### config.mk
export PLATFORM = sky130hd
export DESIGN_NAME = ifetch_unit
export DESIGN_NICKNAME = d
export VERILOG_FILES = /design/src/rtl/ifetch_pkg.sv /design/src/rtl/ifetch_timeout_ctr.sv /design/src/rtl/ifetch_unit.sv
export SDC_FILE = /design/constraint.sdc
export NUM_CORES = 1
export LEC_CHECK = 0
export BUFFER_PORTS_ARGS = -buffer_cell sky130_fd_sc_hd__buf_2
export CAP_MARGIN = 20
export CORE_MARGIN = 1.5
export CORE_UTILIZATION = 37
export CTS_CLUSTER_SIZE = 12
export DETAILED_ROUTE_END_ITERATION = 12
export PLACE_DENSITY = 0.71
export REMOVE_ABC_BUFFERS = 1
export SLEW_MARGIN = 10
export SYNTH_ARGS = -nofsm -noshare
export SYNTH_HDL_FRONTEND = slang
export SYNTH_SLANG_ARGS = --single-unit
export TNS_END_PERCENT = 10
### constraint.sdc
create_clock -name clk -period 1.5 [get_ports clk]
set_input_delay 0.15 -clock clk [delete_from_list [all_inputs] [get_ports clk]]
set_output_delay 0.15 -clock clk [all_outputs]
set_load 0.005 [all_outputs]
### src/rtl/ifetch_pkg.sv
// Shared definitions for the instruction-fetch stage: FSM encoding, fault
// cause codes and the default substitute instruction.
package ifetch_pkg;

    typedef enum logic [2:0] {
        ST_IDLE  = 3'd0,
        ST_REQ   = 3'd1,
        ST_WAIT  = 3'd2,
        ST_VALID = 3'd3,
        ST_DRAIN = 3'd4
    } state_t;

    localparam logic [1:0] CAUSE_NONE     = 2'd0;
    localparam logic [1:0] CAUSE_BUS      = 2'd1;
    localparam logic [1:0] CAUSE_TIMEOUT  = 2'd2;
    localparam logic [1:0] CAUSE_MISALIGN = 2'd3;

    localparam logic [31:0] NOP_INSTR_DEF = 32'h0000_0013;

endpackage

### src/rtl/ifetch_timeout_ctr.sv
// Response watchdog for the fetch port: 8-bit counter with clear and enable;
// hit flags the cycle on which the count would reach TIMEOUT.
module ifetch_timeout_ctr #(
    parameter int TIMEOUT = 255
) (
    input  logic clk,
    input  logic rst,
    input  logic clr,
    input  logic en,
    output logic hit
);

    localparam logic [7:0] LIMIT = 8'(TIMEOUT - 1);

    logic [7:0] cnt;

    always_ff @(posedge clk) begin
        if (rst || clr) begin
            cnt <= 8'd0;
        end else if (en) begin
            cnt <= cnt + 8'd1;
        end
    end

    // Firing one count early makes the TIMEOUT-th waiting cycle the last one.
    assign hit = (cnt == LIMIT);

endmodule

### src/rtl/ifetch_unit.sv
// Instruction-fetch stage: one outstanding req/gnt/rvalid fetch, valid/ready
// delivery to decode, bus-error and timeout faults delivered as a NOP.
// Optional alignment check enabled by defining FETCH_ALIGN_CHK_EN.
module ifetch_unit
    import ifetch_pkg::*;
#(
    parameter int          TIMEOUT   = 255,
    parameter logic [31:0] NOP_INSTR = NOP_INSTR_DEF
) (
    input  logic        clk,
    input  logic        rst,
    input  logic [31:0] pc,
    output logic        pc_en,
    input  logic        flush,
    output logic        imem_req,
    output logic [31:0] imem_addr,
    input  logic        imem_gnt,
    input  logic        imem_rvalid,
    input  logic [31:0] imem_rdata,
    input  logic        imem_err,
    output logic [31:0] instr,
    output logic [31:0] instr_pc,
    output logic        instr_valid,
    input  logic        instr_ready,
    output logic        fetch_err,
    output logic [1:0]  err_cause
);

    state_t      state_q, state_d;
    logic [31:0] instr_q, instr_d;
    logic [31:0] instr_pc_q, instr_pc_d;
    logic        fetch_err_q, fetch_err_d;
    logic [1:0]  cause_q, cause_d;

    logic ctr_clr, ctr_en, ctr_hit;
    logic req_c, valid_c, pc_en_c;
    logic misalign;

    ifetch_timeout_ctr #(
        .TIMEOUT (TIMEOUT)
    ) u_timeout_ctr (
        .clk (clk),
        .rst (rst),
        .clr (ctr_clr),
        .en  (ctr_en),
        .hit (ctr_hit)
    );

`ifdef FETCH_ALIGN_CHK_EN
    assign misalign = (pc[1:0] != 2'b00);
`else
    assign misalign = 1'b0;
`endif

    always_comb begin
        state_d     = state_q;
        instr_d     = instr_q;
        instr_pc_d  = instr_pc_q;
        fetch_err_d = fetch_err_q;
        cause_d     = cause_q;
        ctr_clr     = 1'b0;
        ctr_en      = 1'b0;
        req_c       = 1'b0;
        valid_c     = 1'b0;

        case (state_q)
            ST_IDLE: begin
                if (!flush) state_d = ST_REQ;
            end

            ST_REQ: begin
                ctr_clr = 1'b1;
                if (misalign) begin
                    // Faulted without touching the bus; flush still wins.
                    if (!flush) begin
                        state_d     = ST_VALID;
                        instr_d     = NOP_INSTR;
                        instr_pc_d  = pc;
                        fetch_err_d = 1'b1;
                        cause_d     = CAUSE_MISALIGN;
                    end
                end else begin
                    req_c = 1'b1;
                    if (flush) begin
                        if (imem_gnt) state_d = ST_DRAIN;
                    end else if (imem_gnt) begin
                        instr_pc_d = pc;
                        state_d    = ST_WAIT;
                    end
                end
            end

            ST_WAIT: begin
                ctr_en = 1'b1;
                if (flush) begin
                    // Restart the watchdog so DRAIN gets a full window.
                    ctr_clr = 1'b1;
                    state_d = imem_rvalid ? ST_REQ : ST_DRAIN;
                end else if (imem_rvalid) begin
                    state_d     = ST_VALID;
                    instr_d     = imem_err ? NOP_INSTR : imem_rdata;
                    fetch_err_d = imem_err;
                    cause_d     = imem_err ? CAUSE_BUS : CAUSE_NONE;
                end else if (ctr_hit) begin
                    state_d     = ST_VALID;
                    instr_d     = NOP_INSTR;
                    fetch_err_d = 1'b1;
                    cause_d     = CAUSE_TIMEOUT;
                end
            end

            ST_VALID: begin
                valid_c = 1'b1;
                if (flush || instr_ready) state_d = ST_REQ;
            end

            ST_DRAIN: begin
                ctr_en = 1'b1;
                if (!flush && (imem_rvalid || ctr_hit)) state_d = ST_REQ;
            end

            default: begin
                state_d = ST_IDLE;
            end
        endcase

        // A flush and an acceptance in the same cycle still give one pulse.
        pc_en_c = flush || (valid_c && instr_ready);
    end

    always_ff @(posedge clk) begin
        if (rst) begin
            state_q <= ST_IDLE;
        end else begin
            state_q <= state_d;
        end
    end

    always_ff @(posedge clk) begin
        if (rst) begin
            instr_q     <= NOP_INSTR;
            instr_pc_q  <= 32'd0;
            fetch_err_q <= 1'b0;
            cause_q     <= CAUSE_NONE;
        end else begin
            instr_q     <= instr_d;
            instr_pc_q  <= instr_pc_d;
            fetch_err_q <= fetch_err_d;
            cause_q     <= cause_d;
        end
    end

    assign imem_req    = req_c   && !rst;
    assign instr_valid = valid_c && !rst;
    assign pc_en       = pc_en_c && !rst;
    assign imem_addr   = pc;
    assign instr       = instr_q;
    assign instr_pc    = instr_pc_q;
    assign fetch_err   = fetch_err_q;
    assign err_cause   = cause_q;

endmodule
==> results of run 1 <==
-- final timing paths --
check	to	slack [ps]
max reg2reg	instr[21]	60
max	pc_en	40
min	instr[11]	20
min reg2reg	instr_pc[5]	460
-- routing by layer --
layer  part of all wire, %  track usage, %  up-vias
met5                     0               0        -
met4                   1.6            8.08        0
met3                   7.4            4.63       14
met2                    47            28.2      147
met1                    43            19.4     1364
li1                      -               -     1495
-- logic make-up (layout without fill, tap and decap cells) --
kind of cell | Yosys count | count (layout)
simple gates | 109 | 109
compound gates | 85 | 85
flops | 78 | 78
buf+inv | 63 | 240
xor+xnor | 8 | 8
fa+ha+maj | 2 | 2
mux | 1 | 1
-- cell usage in the layout (no fill, tap or decap), drive strengths merged, types with 2 or more instances in the layout --
cell type | synthesis | routed
nand3 | 6 | 6
dlygate4sd3 | 0 | 19
inv | 9 | 10
dfxtp | 78 | 78
o21ai | 4 | 4
a21oi | 39 | 39
nand2 | 69 | 69
clkbuf | 6 | 11
ha | 2 | 2
a211oi | 2 | 2
a22o | 30 | 30
buf | 47 | 194
clkinv | 1 | 4
nand4 | 2 | 2
nor3 | 4 | 4
nor2 | 14 | 14
a22oi | 2 | 2
nor4b | 2 | 2
nor3b | 2 | 2
xnor2 | 8 | 8
-- final cells by class --
| type | instances | share of cell area (%) |
|---|---|---|
| tap | 105 | 2.95 |
| inverter | 10 | 0.843 |
| clock inverter | 6 | 1.55 |
| sequential | 78 | 35.2 |
| timing repair buffer | 214 | 29.2 |
| clock buffer | 10 | 3.09 |
| multi-input combinational | 205 | 27.2 |
-- through the flow --
step                worst slack (ps)  TNS, ps  utilization, %  cell area (sq um)
floorplan                       -363   -15460               -               2790
global placement                38.6        0            48.6               3990
detailed placement             -24.0    -36.1            48.6               3990
CTS                             3.86        0            53.6               4400
global route                   -46.2     -524            54.2               4450
finish                          38.2        0            54.2               4450
-- registers in the layout, indices dropped and copies added (netlist names) --
| name | flops |
|---|---|
| err_cause | 2 |
| u_timeout_ctr.cnt | 8 |
| state_q | 3 |
| fetch_err | 1 |
| instr_pc | 32 |
| instr | 32 |
-- timing repair --
| action | in CTS | in global routing |
|---|---|---|
| hold buffers | 18 | 1 |
| resized for setup | 7 | 5 |
| cloned | 0 | 1 |
| endpoints found under the hold margin | 18 | 1 |
| setup buffers | 1 | 0 |
| endpoints found under the setup margin | 11 | 69 |
| pin swaps | 2 | 2 |
-- power groups by stage --
stage	registers, mW	clock network [mW]	logic [mW]
3_3_place_gp	2.22	0	0.579
2_1_floorplan	2.23	0	0.212
4_1_cts	2.18	1.65	0.638
3_5_place_dp	2.22	0	0.592
6_report	2.18	1.59	0.659
5_1_grt	2.19	1.73	0.727
-- critical path: cells and delay by family, from the launching register on --
kind / cells / cell delay, ps
buf+inv: 3 / 280
flops: 1 / 370
compound gates: 1 / 120
simple gates: 2 / 200
==> metrics.csv, run 1 <==
stage,metric,value,unit
outcome,status,finished clean,
pwr,VDD IR max,0.581,mV
floorplanning,Die W,95.1,um
clock_tree,CTS sink count,78,
drt,DRT Pass-1 Iters,4,
yosys,Synth Area in Simple Gates,16.1,%
global_route,total grt overflow,0,
floorplanning,Die Y,95.1,um
pwr,leak pwr,2.10,nW
placed_design,DP Wirelength,5600,um
floorplanning,total die area,9040,sq um
yosys,XOR/XNOR share of the synthesized area,2.23,%
global_route,vias in the first global route,2674,
yosys,"flops & latches, synth",78,
yosys,post-synthesis compound-gate area fraction,18.6,%
timing,final worst-path cycle share,97.5,%
critical_path,worst-path fanout max,6,
clock_tree,CTS buffer count,9,
finish,synthesis-to-layout area growth,42.0,%
floorplanning,core area,8220,sq um
yosys,"EDFF count, synth",0,
pwr,sw frac,25.7,%
clock_tree,clock slew at reported path FFs,80,ps
timing,clock skew,11.5,ps
critical_path,Crit. End Element,output port,
timing,endpoints failing hold,0,
global_route,Total Routing Usage GR,16.7,%
min_path,Hold Crit Class,in2reg,
finish,area of the multi-input gates,1210,sq um
timing,Slew @ Worst Pin,344,ps
timing,Final min period,1460,ps
yosys,post-synth cell types,44,
global_route,initial antenna violation count,0,
floorplanning,site row count,33,
clock_tree,CTS H-tree depth,3,
critical_path,WP data arrival,1310,ps
pwr,Reg power frac,49.2,%
drt,DR WL/cell,12.8,um
timing,Max transition margin,76.7,%
yosys,synth cell count leaders,"dfxtp_1, nand2_1, a21oi_1, buf_4, a22o_1",
timing,Final Setup Violations,0,
timing,setup repair after global routing missed its margin,yes,
placed_design,Port-buffer cells,172,
pwr,Tot Pwr,4.43,mW
yosys,most instantiated library cell after synthesis,dfxtp_1,
drt,Total Wirelength,8020,um
yosys,synth top area cells,"dfxtp_1, a22o_1, buf_4",
finish,filler cell count,777,
yosys,top_reg_cell synth,dfxtp_1,
critical_path,R2R depth,5,
yosys,largest family of logic cells by synthesized area,compound AO/OA/AOI/OAI gates,
timing,Max Fclk,0.684,GHz
yosys,post-synthesis mux area share,0.359,%
floorplanning,num ports,173,
clock_tree,CTS tree,yes,
drt,initial DRC count,57,
critical_path,CP Cell Sequence,buf_6 > inv_2 > nand3_2 > nor2_2 > a22o_1 > buf_2,
placed_design,GP Congestion,0.841,
critical_path,largest stage delay on the critical path,370,ps
finish,share of post-route cells with drive strength above 1,43.4,%
drt,via density per instance,4.81,
yosys,Mean Syn Cell Area,9.06,sq um
clock_tree,root buf cell,clkbuf_8,
finish,fin cells,628,
yosys,leading area contributor after synthesis,dfxtp_1,
drt,drc violations,0,
yosys,top cell type's share of synthesized area,49.8,%
drt,via count,3020,
finish,Reg area,1570,sq um
critical_path,CP startpoint kind,flip-flop,
yosys,Ys Warns,0,
critical_path,"Req. time, crit path",1350,ps
drt,remaining antenna violation count,0,
yosys,adder-cell area share of the yosys netlist,0.798,%
floorplanning,Starting Density,38.2,%
global_route,largest net degree at the start of global routing,33,
timing,Max Slew Vio Count,0,
yosys,ys async rst share,0,%
pwr,Net Switching,1.14,mW
job,max_cap viols,0,
global_route,first-pass GRT wire length,11800,um
pwr,Pint,3.29,mW
clock_tree,Clock Path Buffers,2,
critical_path,CP Launch Point,state_q[2],
min_path,Hold Startpoint,imem_rdata[11],
yosys,"Seq/Total Area, Yosys",49.8,%
critical_path,"Slowest-stage cell, CP",dfxtp_4,
yosys,mapped cell area,3140,sq um
finish,Nets,591,
min_path,hold depth,2,
pwr,Pwr per Cell Area,996,nW/um^2
pwr,clock share of power,36.0,%
finish,antenna cell count,0,
yosys,cells after synthesis,346,
pwr,Logic pwr share,14.9,%
placed_design,dpl cells,591,
clock_tree,worst skew pair latency,340,ps
timing,Fin Hold WS,18.7,ps
critical_path,worst r2r src,state_q[0],
critical_path,critical path class,reg2out,
No activity file was read; power rests on OpenSTA's default activity.
==> run 2, diff against run 1 <==
==> constraint.sdc (replaced) <==
create_clock -name clk -period 1.5 [get_ports clk]
set_input_delay 0.15 -clock clk [delete_from_list [all_inputs] [get_ports clk]]
set_output_delay 0.15 -clock clk [all_outputs]
set_load 0.1 [all_outputs]
==> metrics.csv, run 2 (same netlist as run 1, synthesis figures left out) <==
stage,metric,value,unit
outcome,status,"complete, but fails checks",
outcome,failing checks,setup timing,
drt,via density per instance,4.65,
clock_tree,CTS buffer count,9,
critical_path,largest stage delay on the critical path,360,ps
global_route,largest net degree at the start of global routing,33,
timing,Final Setup Violations,23,
timing,Max Slew Vio Count,0,
clock_tree,clock slew at reported path FFs,90,ps
timing,endpoints failing hold,0,
floorplanning,Starting Density,38.2,%
critical_path,WP data arrival,1770,ps
timing,clock skew,12.9,ps
critical_path,CP startpoint kind,flip-flop,
pwr,Reg power frac,42.4,%
global_route,initial antenna violation count,0,
placed_design,Place WS,3.96,ps
critical_path,Crit. End Element,flip-flop,
global_route,first-pass GRT wire length,11900,um
timing,Max Fclk,0.655,GHz
critical_path,Crit path top cell by count,buf_4,
drt,Total Wirelength,8010,um
global_route,vias in the first global route,2653,
placed_design,Port-buffer cells,172,
critical_path,flop2flop setup slack,-30,ps
timing,final worst slack,-27.9,ps
drt,initial DRC count,70,
finish,antenna cell count,0,
placed_design,GP Congestion,0.846,
global_route,Total Routing Usage GR,16.9,%
pwr,clock share of power,31.2,%
clock_tree,worst skew pair latency,350,ps
timing,Max transition margin,66.5,%
critical_path,"Slowest-stage cell, CP",dfxtp_4,
floorplanning,Die Y,95.1,um
floorplanning,num ports,173,
clock_tree,CTS H-tree depth,3,
floorplanning,total die area,9040,sq um
pwr,Pint,3.28,mW
critical_path,WP buf/inv,2,
drt,via count,2941,
finish,most frequent cells in the layout,"buf_2, dfxtp_1, nand2_1",
clock_tree,root buf cell,clkbuf_8,
job,max_cap viols,0,
timing,Fin Hold WS,14.3,ps
pwr,Logic pwr share,26.4,%
timing,Slew @ Worst Pin,507,ps
timing,final worst-path cycle share,102,%
floorplanning,site row count,33,
pwr,leak pwr,2.13,nW
floorplanning,Die W,95.1,um
clock_tree,CTS tree,yes,
pwr,Net Switching,1.86,mW
finish,share of post-route cells with drive strength above 1,45.7,%
clock_tree,Clock Path Buffers,2,
pwr,VDD IR max,0.515,mV
critical_path,crit-path leading delay family,flip-flops,
timing,Final min period,1530,ps
finish,filler cell count,769,
min_path,Hold Crit Class,in2reg,
pwr,sw frac,36.2,%
global_route,total grt overflow,0,
pwr,Pwr per Cell Area,1140,nW/um^2
timing,setup repair after global routing missed its margin,yes,
critical_path,CP Cell Sequence,buf_4 > nor4b_4 > a21oi_2 > buf_4 > a22o_1,
drt,DRT Pass-1 Iters,4,
finish,"commonest non-fill, non-tap cell in the layout",buf_2,
drt,drc violations,0,
finish,Nets,595,
floorplanning,core area,8220,sq um
placed_design,DP Wirelength,5670,um
critical_path,worst-path fanout max,19,
drt,remaining antenna violation count,0,
finish,synthesis-to-layout area growth,44.3,%
critical_path,critical path class,reg2reg,
clock_tree,CTS sink count,78,
drt,DR WL/cell,12.7,um
critical_path,"Req. time, crit path",1740,ps
## run 2: cell count changes in the layout (fill, tap and decap cells not counted), moves of 3 or more
cell    delta
buf_4     +10
buf_2      -3
inv_6      +3
nor2_1     -3
## run 2: area by class of cell
class,instances,area (sq um),share of cell area [%]
multi-input cells,205,1250,27.6
well taps,105,131,2.90
repair buffers,218,1330,29.4
inverters,10,37.5,0.830
clock inverters,7,78.8,1.74
flip-flops and latches,78,1570,34.7
clock buffers,9,124,2.74
## run 2: path summary, 6_finish.rpt
kind,startpoint,cells after the start,to
worst max register to register,state_q[2],5,instr[15]
worst min-delay path,imem_rdata[28],2,instr[28]
worst min register to register,instr[1],2,instr[1]
worst max-delay path,state_q[2],5,instr[15]
## run 2: per-layer routing
layer  up-vias  global-route usage (%)  routed length [um]
met5         -                       0                   0
met4         0                    5.22                  50
met3         5                    4.70                 600
met2       119                    30.5                4050
met1      1316                    19.3                3310
li1       1501                       -                   -
## run 2: what timing repair did
action,CTS,global route
pin swaps,2,1
hold buffers,13,4
resized for setup,10,10
setup buffers,4,0
hold endpoints to repair,13,4
setup endpoints to repair,5,66
## run 2: stage by stage
step	total power, mW	util (%)	instance area [sq um]	instances	setup TNS [ps]
after floorplan	2.80	-	2790	293	-18340
after global placement	3.51	49.4	4060	595	0
after detailed placement	3.52	49.4	4060	595	0
after CTS	5.19	54.0	4440	628	-102
after global routing	5.40	55.0	4520	632	-2980
final	5.15	55.0	4520	632	-286
## run 2: power by group through the flow
stage,sequential [mW],clock [mW],combinational (mW)
floorplan,2.54,0,0.255
global placement,2.22,0,1.28
detailed placement,2.23,0,1.29
CTS,2.18,1.67,1.34
global route,2.19,1.77,1.43
finish,2.18,1.61,1.36
